File: config.mk
export PLATFORM = sky130hd
export DESIGN_NAME = cmd_receiver
export DESIGN_NICKNAME = d
export VERILOG_FILES = /design/src/rtl/cmd_receiver.sv
export SDC_FILE = /design/constraint.sdc
export NUM_CORES = 1
export LEC_CHECK = 0
export BUFFER_PORTS_ARGS = -buffer_cell sky130_fd_sc_hd__clkbuf_2
export CAP_MARGIN = 20
export CORE_ASPECT_RATIO = 2
export CORE_MARGIN = 4
export CORE_UTILIZATION = 55
export CTS_CLUSTER_DIAMETER = 80
export CTS_CLUSTER_SIZE = 25
export DETAILED_ROUTE_END_ITERATION = 6
export PLACE_DENSITY = 0.72
export SLEW_MARGIN = 20
export SYNTH_ARGS = -nofsm -noshare
export SYNTH_HDL_FRONTEND = slang
export SYNTH_SLANG_ARGS = --single-unit
File: constraint.sdc
create_clock -name clk -period 9.2 [get_ports clk]
set_input_delay 0.92 -clock clk [delete_from_list [all_inputs] [get_ports clk]]
set_output_delay 0.92 -clock clk [all_outputs]
set_load 0.1 [all_outputs]
File: src/rtl/cmd_receiver.sv
// cmd_receiver
// Ethernet-side command ingress. Receives 32-bit Avalon-ST RX packets in TSE
// layout: 2-byte pad, then ETH/IP/UDP headers, all big-endian. A packet is
// accepted only if its UDP destination port and its first payload word (a
// magic word) match. The command words that follow are staged in a FIFO at a
// tentative write pointer. They become visible only when the packet ends
// cleanly, so a packet is never partially applied. Visible commands drain as
// register writes (addr = cmd[31:24], data = cmd[23:0]).
//
// Ports
//   clk         system clock
//   rst         asynchronous reset, active-high
//   i_rx_data   RX word
//   i_rx_vld    RX word valid
//   i_rx_sop    first word of packet (qualified by i_rx_vld)
//   i_rx_eop    last word of packet (qualified by i_rx_vld)
//   o_rx_rdy    RX ready, held high once out of reset (never backpressures)
//   o_wr_addr   register write address
//   o_wr_data   register write data
//   o_wr_vld    register write request valid
//   i_wr_rdy    register write accepted when o_wr_vld & i_wr_rdy
//   o_pkt_ok    count of committed packets (wraps)
//   o_pkt_drop  count of dropped packets (wraps)

module cmd_receiver #(
  parameter int          HDR_WORDS = 11,
  parameter int          PORT_WORD = 9,
  parameter logic [15:0] UDP_PORT  = 16'd50000,
  parameter logic [31:0] MAGIC     = 32'hC0DE5717,
  parameter int          CMD_DEPTH = 16
) (
  input  logic        clk,
  input  logic        rst,
  input  logic [31:0] i_rx_data,
  input  logic        i_rx_vld,
  input  logic        i_rx_sop,
  input  logic        i_rx_eop,
  output logic        o_rx_rdy,
  output logic [7:0]  o_wr_addr,
  output logic [23:0] o_wr_data,
  output logic        o_wr_vld,
  input  logic        i_wr_rdy,
  output logic [15:0] o_pkt_ok,
  output logic [15:0] o_pkt_drop
);

  localparam int AW = $clog2(CMD_DEPTH);
  localparam int PW = AW + 1;
  localparam int IW = $clog2(HDR_WORDS) + 1;

  localparam logic [IW-1:0] PORT_IDX = IW'(PORT_WORD);
  localparam logic [IW-1:0] LAST_IDX = IW'(HDR_WORDS - 1);
  localparam logic [PW-1:0] DEPTH_PW = PW'(CMD_DEPTH);

  typedef enum logic [2:0] {
    S_IDLE,
    S_HDR,
    S_MAGIC,
    S_CMD,
    S_DISCARD
  } state_t;

  state_t        state, state_next;
  logic [IW-1:0] widx, widx_next;
  logic [PW-1:0] wtmp, wtmp_next;
  logic [PW-1:0] wcommit, wcommit_next;
  logic [PW-1:0] rptr;
  logic          rx_rdy;
  logic [15:0]   pkt_ok;
  logic [15:0]   pkt_drop;
  logic [31:0]   mem [CMD_DEPTH];

  logic          rx_fire;
  logic          restart;
  state_t        cur_state;
  logic [IW-1:0] cur_idx;
  logic [PW-1:0] cur_wtmp;
  logic          fifo_full;
  logic          commit;
  logic          drop;
  logic          mem_we;
  logic [1:0]    drop_inc;
  logic [31:0]   rd_word;
  logic          wr_fire;

  // A sop word always starts a fresh packet in HDR at index 0. If a packet
  // was still in progress it is abandoned: its staged commands are rolled
  // back to the last commit point before the sop word is processed, so the
  // same cycle can both drop the old packet and begin the new one.
  always_comb begin
    rx_fire   = i_rx_vld & rx_rdy;
    restart   = rx_fire & i_rx_sop & (state != S_IDLE);
    cur_state = (rx_fire & i_rx_sop) ? S_HDR : state;
    cur_idx   = (rx_fire & i_rx_sop) ? '0 : widx;
    cur_wtmp  = restart ? wcommit : wtmp;
    fifo_full = (cur_wtmp - rptr) >= DEPTH_PW;
  end

  // Next-state logic. Each accepted word is interpreted in the effective
  // state computed above. A command word that finds the FIFO full sends the
  // packet to DISCARD and rolls its staged words back immediately; the drop
  // itself is counted once, at the packet's eop.
  always_comb begin
    state_next   = state;
    widx_next    = widx;
    wtmp_next    = wtmp;
    wcommit_next = wcommit;
    commit       = 1'b0;
    drop         = 1'b0;
    mem_we       = 1'b0;

    if (rx_fire) begin
      state_next = cur_state;
      widx_next  = cur_idx;
      wtmp_next  = cur_wtmp;

      case (cur_state)
        S_IDLE: begin
        end
        S_HDR: begin
          if (i_rx_eop) begin
            drop = 1'b1;
          end else if ((cur_idx == PORT_IDX) && (i_rx_data[15:0] != UDP_PORT)) begin
            state_next = S_DISCARD;
          end else if (cur_idx == LAST_IDX) begin
            state_next = S_MAGIC;
          end else begin
            widx_next = cur_idx + IW'(1);
          end
        end
        S_MAGIC: begin
          if (i_rx_data == MAGIC) begin
            if (i_rx_eop) commit = 1'b1;
            else          state_next = S_CMD;
          end else begin
            if (i_rx_eop) drop = 1'b1;
            else          state_next = S_DISCARD;
          end
        end
        S_CMD: begin
          if (fifo_full) begin
            if (i_rx_eop) begin
              drop = 1'b1;
            end else begin
              state_next = S_DISCARD;
              wtmp_next  = wcommit;
            end
          end else begin
            mem_we    = 1'b1;
            wtmp_next = cur_wtmp + PW'(1);
            if (i_rx_eop) commit = 1'b1;
          end
        end
        S_DISCARD: begin
          if (i_rx_eop) drop = 1'b1;
        end
        default: begin
          state_next = S_IDLE;
        end
      endcase

      if (commit) begin
        wcommit_next = wtmp_next;
        state_next   = S_IDLE;
      end
      if (drop) begin
        wtmp_next  = wcommit;
        state_next = S_IDLE;
      end
    end

    drop_inc = {1'b0, restart} + {1'b0, drop};
  end

  // Output side: only committed entries are visible, read combinationally.
  always_comb begin
    rd_word   = mem[rptr[AW-1:0]];
    o_wr_vld  = (rptr != wcommit);
    o_wr_addr = rd_word[31:24];
    o_wr_data = rd_word[23:0];
    wr_fire   = o_wr_vld & i_wr_rdy;
    o_rx_rdy  = rx_rdy;
    o_pkt_ok  = pkt_ok;
    o_pkt_drop = pkt_drop;
  end

  // State and pointer registers. A commit and a drain in the same cycle
  // touch different pointers, so both take effect.
  always_ff @(posedge clk or posedge rst) begin
    if (rst) begin
      state    <= S_IDLE;
      widx     <= '0;
      wtmp     <= '0;
      wcommit  <= '0;
      rptr     <= '0;
      rx_rdy   <= 1'b0;
      pkt_ok   <= '0;
      pkt_drop <= '0;
    end else begin
      state    <= state_next;
      widx     <= widx_next;
      wtmp     <= wtmp_next;
      wcommit  <= wcommit_next;
      rx_rdy   <= 1'b1;
      if (wr_fire) rptr <= rptr + PW'(1);
      if (commit)  pkt_ok <= pkt_ok + 16'd1;
      pkt_drop <= pkt_drop + 16'(drop_inc);
    end
  end

  // Command storage. Contents need no reset: entries are only readable
  // between rptr and wcommit, and those are always written first.
  always_ff @(posedge clk) begin
    if (mem_we) mem[cur_wtmp[AW-1:0]] <= i_rx_data;
  end

endmodule

### Word-level counts from Yosys, hierarchy flattened

Memories as Yosys holds them, arrays and structs flattened.
Cells that the tools add are included.

* $add $sub $neg: 7
* multipliers: 0
* div/mod/pow operators: 0
* order comparisons: 1
* eq/ne operators: 9
* shifts and indexed selects: 0
* muxes and demuxes: 37
* bitwise logic cells: 4
* reduce and logical (&&, ||, !) cells: 6

Operators with widths (count)
* $mux W5: 10
* $eq A32 B32 Y1 const B: 1
* $mux W3: 10
* $add A16 B1 Y16 const B: 1
* $add A16 B2 Y16: 1
* $ne A16 B16 Y1 const B: 1
* $add A5 B1 Y5 const B: 3
* $mux W1: 14
* $pmux W3 S4: 1
* $eq A5 B4 Y1 const B: 2
* $eq A3 B2 Y1 const B: 2
* $ge A5 B5 Y1 const B: 1
* $ne A5 B5 Y1: 1
* $sub A5 B5 Y5: 1
* $and A1 B1 Y1: 4
* $reduce_or A2 Y1: 2
* $eq A3 B1 Y1 const B: 1
* $eq A3 B3 Y1 const B: 1
* $logic_not A3 Y1: 1
* $pmux W1 S3: 1
* $reduce_bool A3 Y1: 1
* $add A1 B1 Y2: 1
* $pmux W1 S2: 1
* $reduce_and A2 Y1: 1
* $logic_and A1 B1 Y1: 1

* flip-flop bits (word level): 56
* latch bits: 0
* RAM bits: 512
* memory bits (read-only): 0
* input bits: 38
* memories kept: 1

Memory list
* mem: words 16, width 32, read ports 1, clocked after Yosys merged registers in 0, write ports 1, line 71 `logic [31:0] mem [CMD_DEPTH];`

### Depth between registers and ports, before layout

* depth after elaboration: 12
* gate-level depth with buffers: 18

### Worst setup path before layout

No wires, ideal clock.

* path type: register -> register
* start point: register rx_rdy (netlist: o_rx_rdy)
* end point: memory mem[12][0] (enable)
* library setup time: 0.421 ns
* data arrival time: 5.046 ns
* required time: 8.779 ns
* path slack: 3.733 ns
* cell stages (with the launch flop): 14
* path buffers: 1
* cells stage by stage: dfrtp_1 -> nand3_2 -> nor2_2 -> mux2i_1 -> inv_1 -> ha_1 -> o21a_1 -> o21a_1 -> o211ai_4 -> xor2_2 -> buf_4 -> nor3_2 -> nand2_1 -> nor2_1

* longest elaborated chain between the ends: 11
* elaborated cells between the ends (all ways): 13

Ends and longest elaborated chain
* from (decl): line 68 `logic rx_rdy;`
* from (signal assigned): line 196 `rx_rdy <= 1'b0;`
* from (signal assigned): line 204 `rx_rdy <= 1'b1;`
* $and A1 B1 Y1 (*): line 91 `rx_fire = i_rx_vld & rx_rdy;`
* $and A1 B1 Y1: line 92, 93
* $and A1 B1 Y1: line 92 `restart = rx_fire & i_rx_sop & (state != S_IDLE);`
* $mux W5: line 95 `cur_wtmp = restart ? wcommit : wtmp;`
* $sub A5 B5 Y5: line 96 `fifo_full = (cur_wtmp - rptr) >= DEPTH_PW;`
* $ge A5 B5 Y1: line 96
* $mux W1: line 141 `if (fifo_full) begin`
* $mux W1: line 117 `case (cur_state)`
* $mux W1: line 112 `if (rx_fire) begin`
* $mux W1: line 214 `if (mem_we) mem[cur_wtmp[AW-1:0]] <= i_rx_data;`
* $mux W1 (not written as such): line 214
* to (decl): line 71

Mark *: on every way between the ends. The rest lies on a longest branch, timed or not.

### Final worst setup path

* start point: input i_rx_sop
* end point: register pkt_drop[14] (netlist: o_pkt_drop[14])

* longest elaborated chain between the ends: 11
* elaborated cells between the ends (all ways): 17

Ends and longest elaborated chain
* from (decl): line 36 `input logic i_rx_sop,`
* $and A1 B1 Y1 (*): line 92, 93
* $and A1 B1 Y1: line 92
* $mux W5: line 95
* $sub A5 B5 Y5: line 96
* $ge A5 B5 Y1: line 96
* $mux W1: line 141
* $pmux W1 S3: line 117
* $mux W1 (2 in a row): line 112
* $add A1 B1 Y2 (*): line 172 `drop_inc = {1'b0, restart} + {1'b0, drop};`
* $add A16 B2 Y16 (*): line 207 `pkt_drop <= pkt_drop + 16'(drop_inc);`
* to (signal assigned): line 207
* to (decl): line 70 `logic [15:0] pkt_drop;`

Mark *: on every way between the ends. The rest lies on a longest branch, timed or not. The select of a mux whose other input is x is not followed.
A chain may end at the register's enable or synchronous reset.

==> metrics.md <==
| Metric | Value |
|---|---|
| Routability Congestion | `0.900` |
| Final hold vios | `0` |
| Synth area leader | `edfxtp_1` |
| DR iter-0 viols | `779` |
| Post-route cell area | `24900 um2` |
| Max-cap violations | `0` |
| Yosys warns | `0` |
| Ys flop type | `edfxtp_1` |
| Leakage | `8.07 nW` |
| Setup Buffers After CTS | `0` |
| Placement Cell Area | `24100 um2` |
| Critical Path Start | `i_rx_sop` |
| CP arrival | `5.64 ns` |
| Setup Skew | `0.0188 ns` |
| Tot GR Track Use | `0.212` |
| Area grow syn2layout | `9.32%` |
| Setup WS post-layout | `4.03 ns` |
| First-pass GRT wire length | `72.0 mm` |
| Unrepaired setup endpoints after global routing | `no` |
| Later-pin clock latency in the skew report | `0.57 ns` |
| CTS root buf | `clkbuf_16` |
| Met1 wire length | `16.4 mm` |
| Fraction of layout cells with a size suffix above 1 | `0.296` |
| Die W | `152 um` |
| FILL cells | `2901` |
| Total wire length | `46.8 mm` |
| Clock sinks | `568` |
| Nets@finish | `1254` |
| Outcome | `complete, no violations` |
| Syn_area_per_cell | `20.7 um2` |
| Via Count | `10700` |
| Antenna-violating nets left | `0` |
| Clock transition at path regs | `0.10 ns` |
| Full die area | `44900 um2` |
| Asr flop ratio synth | `0.0986` |
| Input/output buffers | `103` |
| Worst slew margin | `0.428` |
| Count of final max-slew check failures | `0` |
| Critical Path Source Type | `input pin` |
| Grt ovf | `0` |
| Diode count | `0` |
| Post-Syn Nets | `1151` |
| FMAX | `0.193 GHz` |
| Met3 Wirelength | `2.09 mm` |
| Worst-margin pin slew | `0.858 ns` |
| Most frequent cells in the layout | `edfxtp_1, mux4_2, clkbuf_2` |
| Setup crit end kind | `flip-flop` |
| Commonest non-fill, non-tap cell in the layout | `edfxtp_1` |
| Min-delay worst type | `flip-flop to flip-flop` |
| Hold path start | `o_pkt_ok[15]` |
| Largest net degree at the start of global routing | `57` |
| Top cells by area, synth | `edfxtp_1, mux4_2, dfrtp_1` |
| TritonCTS clock tree | `done` |
| Pre-antenna DRT Iters | `5` |
| Critical path cell sequence | `clkbuf_2 > nand3_2 > nor2_2 > mux2i_1 > inv_1 > ha_1 > o21a_1 > o21a_1 > o211ai_4 > xor2_2 > a31oi_2 > nor2_1 > fa_1 > ha_1 > nand2_1 > nor2_1 > nand4_1 > xnor2_1` |
| HPWL after DPL | `29.3 mm` |
| Wire length per cell | `26.6 um` |
| Mapped Area | `22800 um2` |
| DRC | `0` |
| FF+latch count, synth | `568` |
| I/O pins | `104` |
| Dpl ws | `3.42 ns` |
| Crit path largest cell delay | `0.68 ns` |
| Number of global-route vias before repair | `11600` |
| Fin crit period | `5.17 ns` |
| Worst vdd ir | `0.274 mV` |
| Synth cell types | `77` |
| Htree depth | `1` |
| DR WL met2 | `27.0 mm` |
| Post-cts resize count | `0` |
| Initial Util | `0.556` |
| Final setup fails | `0` |
| Vias per Instance | `6.11` |
| Crit Path Max Fanout | `13` |
| Slowest-stage cell, CP | `xor2_2` |
| Setup total negative slack | `0 ns` |
| Setup CP Type | `input pin to flip-flop` |
| Num CTS Buffers | `26` |
| CP required | `9.66 ns` |
| Die H | `296 um` |
| Hold-fix buffers, CTS | `0` |
| RR Startpoint | `state[0]` |
| Fin crit share | `0.562` |
| Top Metal Used | `met4` |
| Delay-heaviest family, CP | `simple AND/OR/NAND/NOR gates` |
| Register area share after synthesis | `0.737` |
| Top cell type's share of synthesized area | `0.675` |
| Clk buf depth | `3` |
| Worst path bufs/invs | `2` |
| Synth Instances | `1098` |
| FP Rows | `105` |
| Antenna violations before repair | `0` |
| Number of synthesized flops with an enable pin | `512` |
| Core area | `41000 um2` |
| Pwr per Cell Area | `286 nW/um2` |
-- routing by layer --
layer	vias to the layer above	track usage
met5	-	0
met4	0	0.0617
met3	63	0.0231
met2	299	0.405
met1	5656	0.253
li1	4705	-
-- cell type report --
class,instances,area [um2],share of cell area
Clock inverter,1,8.76,0.000352
Inverter,13,48.8,0.00196
Timing Repair Buffer,126,777,0.0312
Sequential cell,568,16800,0.674
Multi-Input combinational cell,466,5860,0.235
Tap cell,535,669,0.0269
Clock buffer,47,751,0.0301
-- sequential cells by signal, summed over array words and instances (netlist names) --
register	cells
rptr	5
state	3
widx	5
wtmp	5
o_rx_rdy	1
wcommit	5
o_pkt_ok	16
o_pkt_drop	16
mem	512
-- path summary, 6_finish.rpt --
kind,to,slack (ns),cells past startpoint
max,o_pkt_drop[14],4.03,18
min,o_pkt_ok[15],0.48,1
max reg2reg,o_pkt_drop[14],4.09,17
min in group asynchronous,o_pkt_drop[14],0.51,3
max in group asynchronous,rptr[1],8.16,3
min reg2reg,o_pkt_ok[15],0.48,1
-- synth_stat cells (all sizes together) (6+ instances only) --
cell type,number
inv,13
nand3,20
and3,7
nand2,39
mux2,6
nor2,35
xnor2,35
o21ai,18
buf,23
clkbuf,28
dfrtp,56
nor3,7
nand4,15
mux2i,6
and2,9
edfxtp,512
a21oi,15
mux4,160
xor2,6
ha,14
-- through the flow --
stage | hold WS [ns] | std cells | utilization | total power [W]
floorplan | 0.467 | 1098 | - | 0.00542
global placement | 0.468 | 1703 | 0.586 | 0.00591
detailed placement | 0.465 | 1706 | 0.588 | 0.00593
CTS | 0.482 | 1754 | 0.606 | 0.00720
global route | 0.513 | 1756 | 0.607 | 0.00740
finish | 0.478 | 1756 | 0.607 | 0.00711
-- power by group --
part           switching (W)  internal, W
logic                0.00192     0.000927
registers           0.000132      0.00284
clock network       0.000730     0.000559
total                0.00278      0.00433
-- kinds of logic after synthesis --
group	share of synthesized area
buf+inv	0.0118
other cells	0.000165
flops	0.737
simple gates	0.0385
mux	0.164
compound gates	0.0246
fa+ha+maj	0.00857
xor+xnor	0.0161
Note: power is estimated with default switching activity, not from simulation.
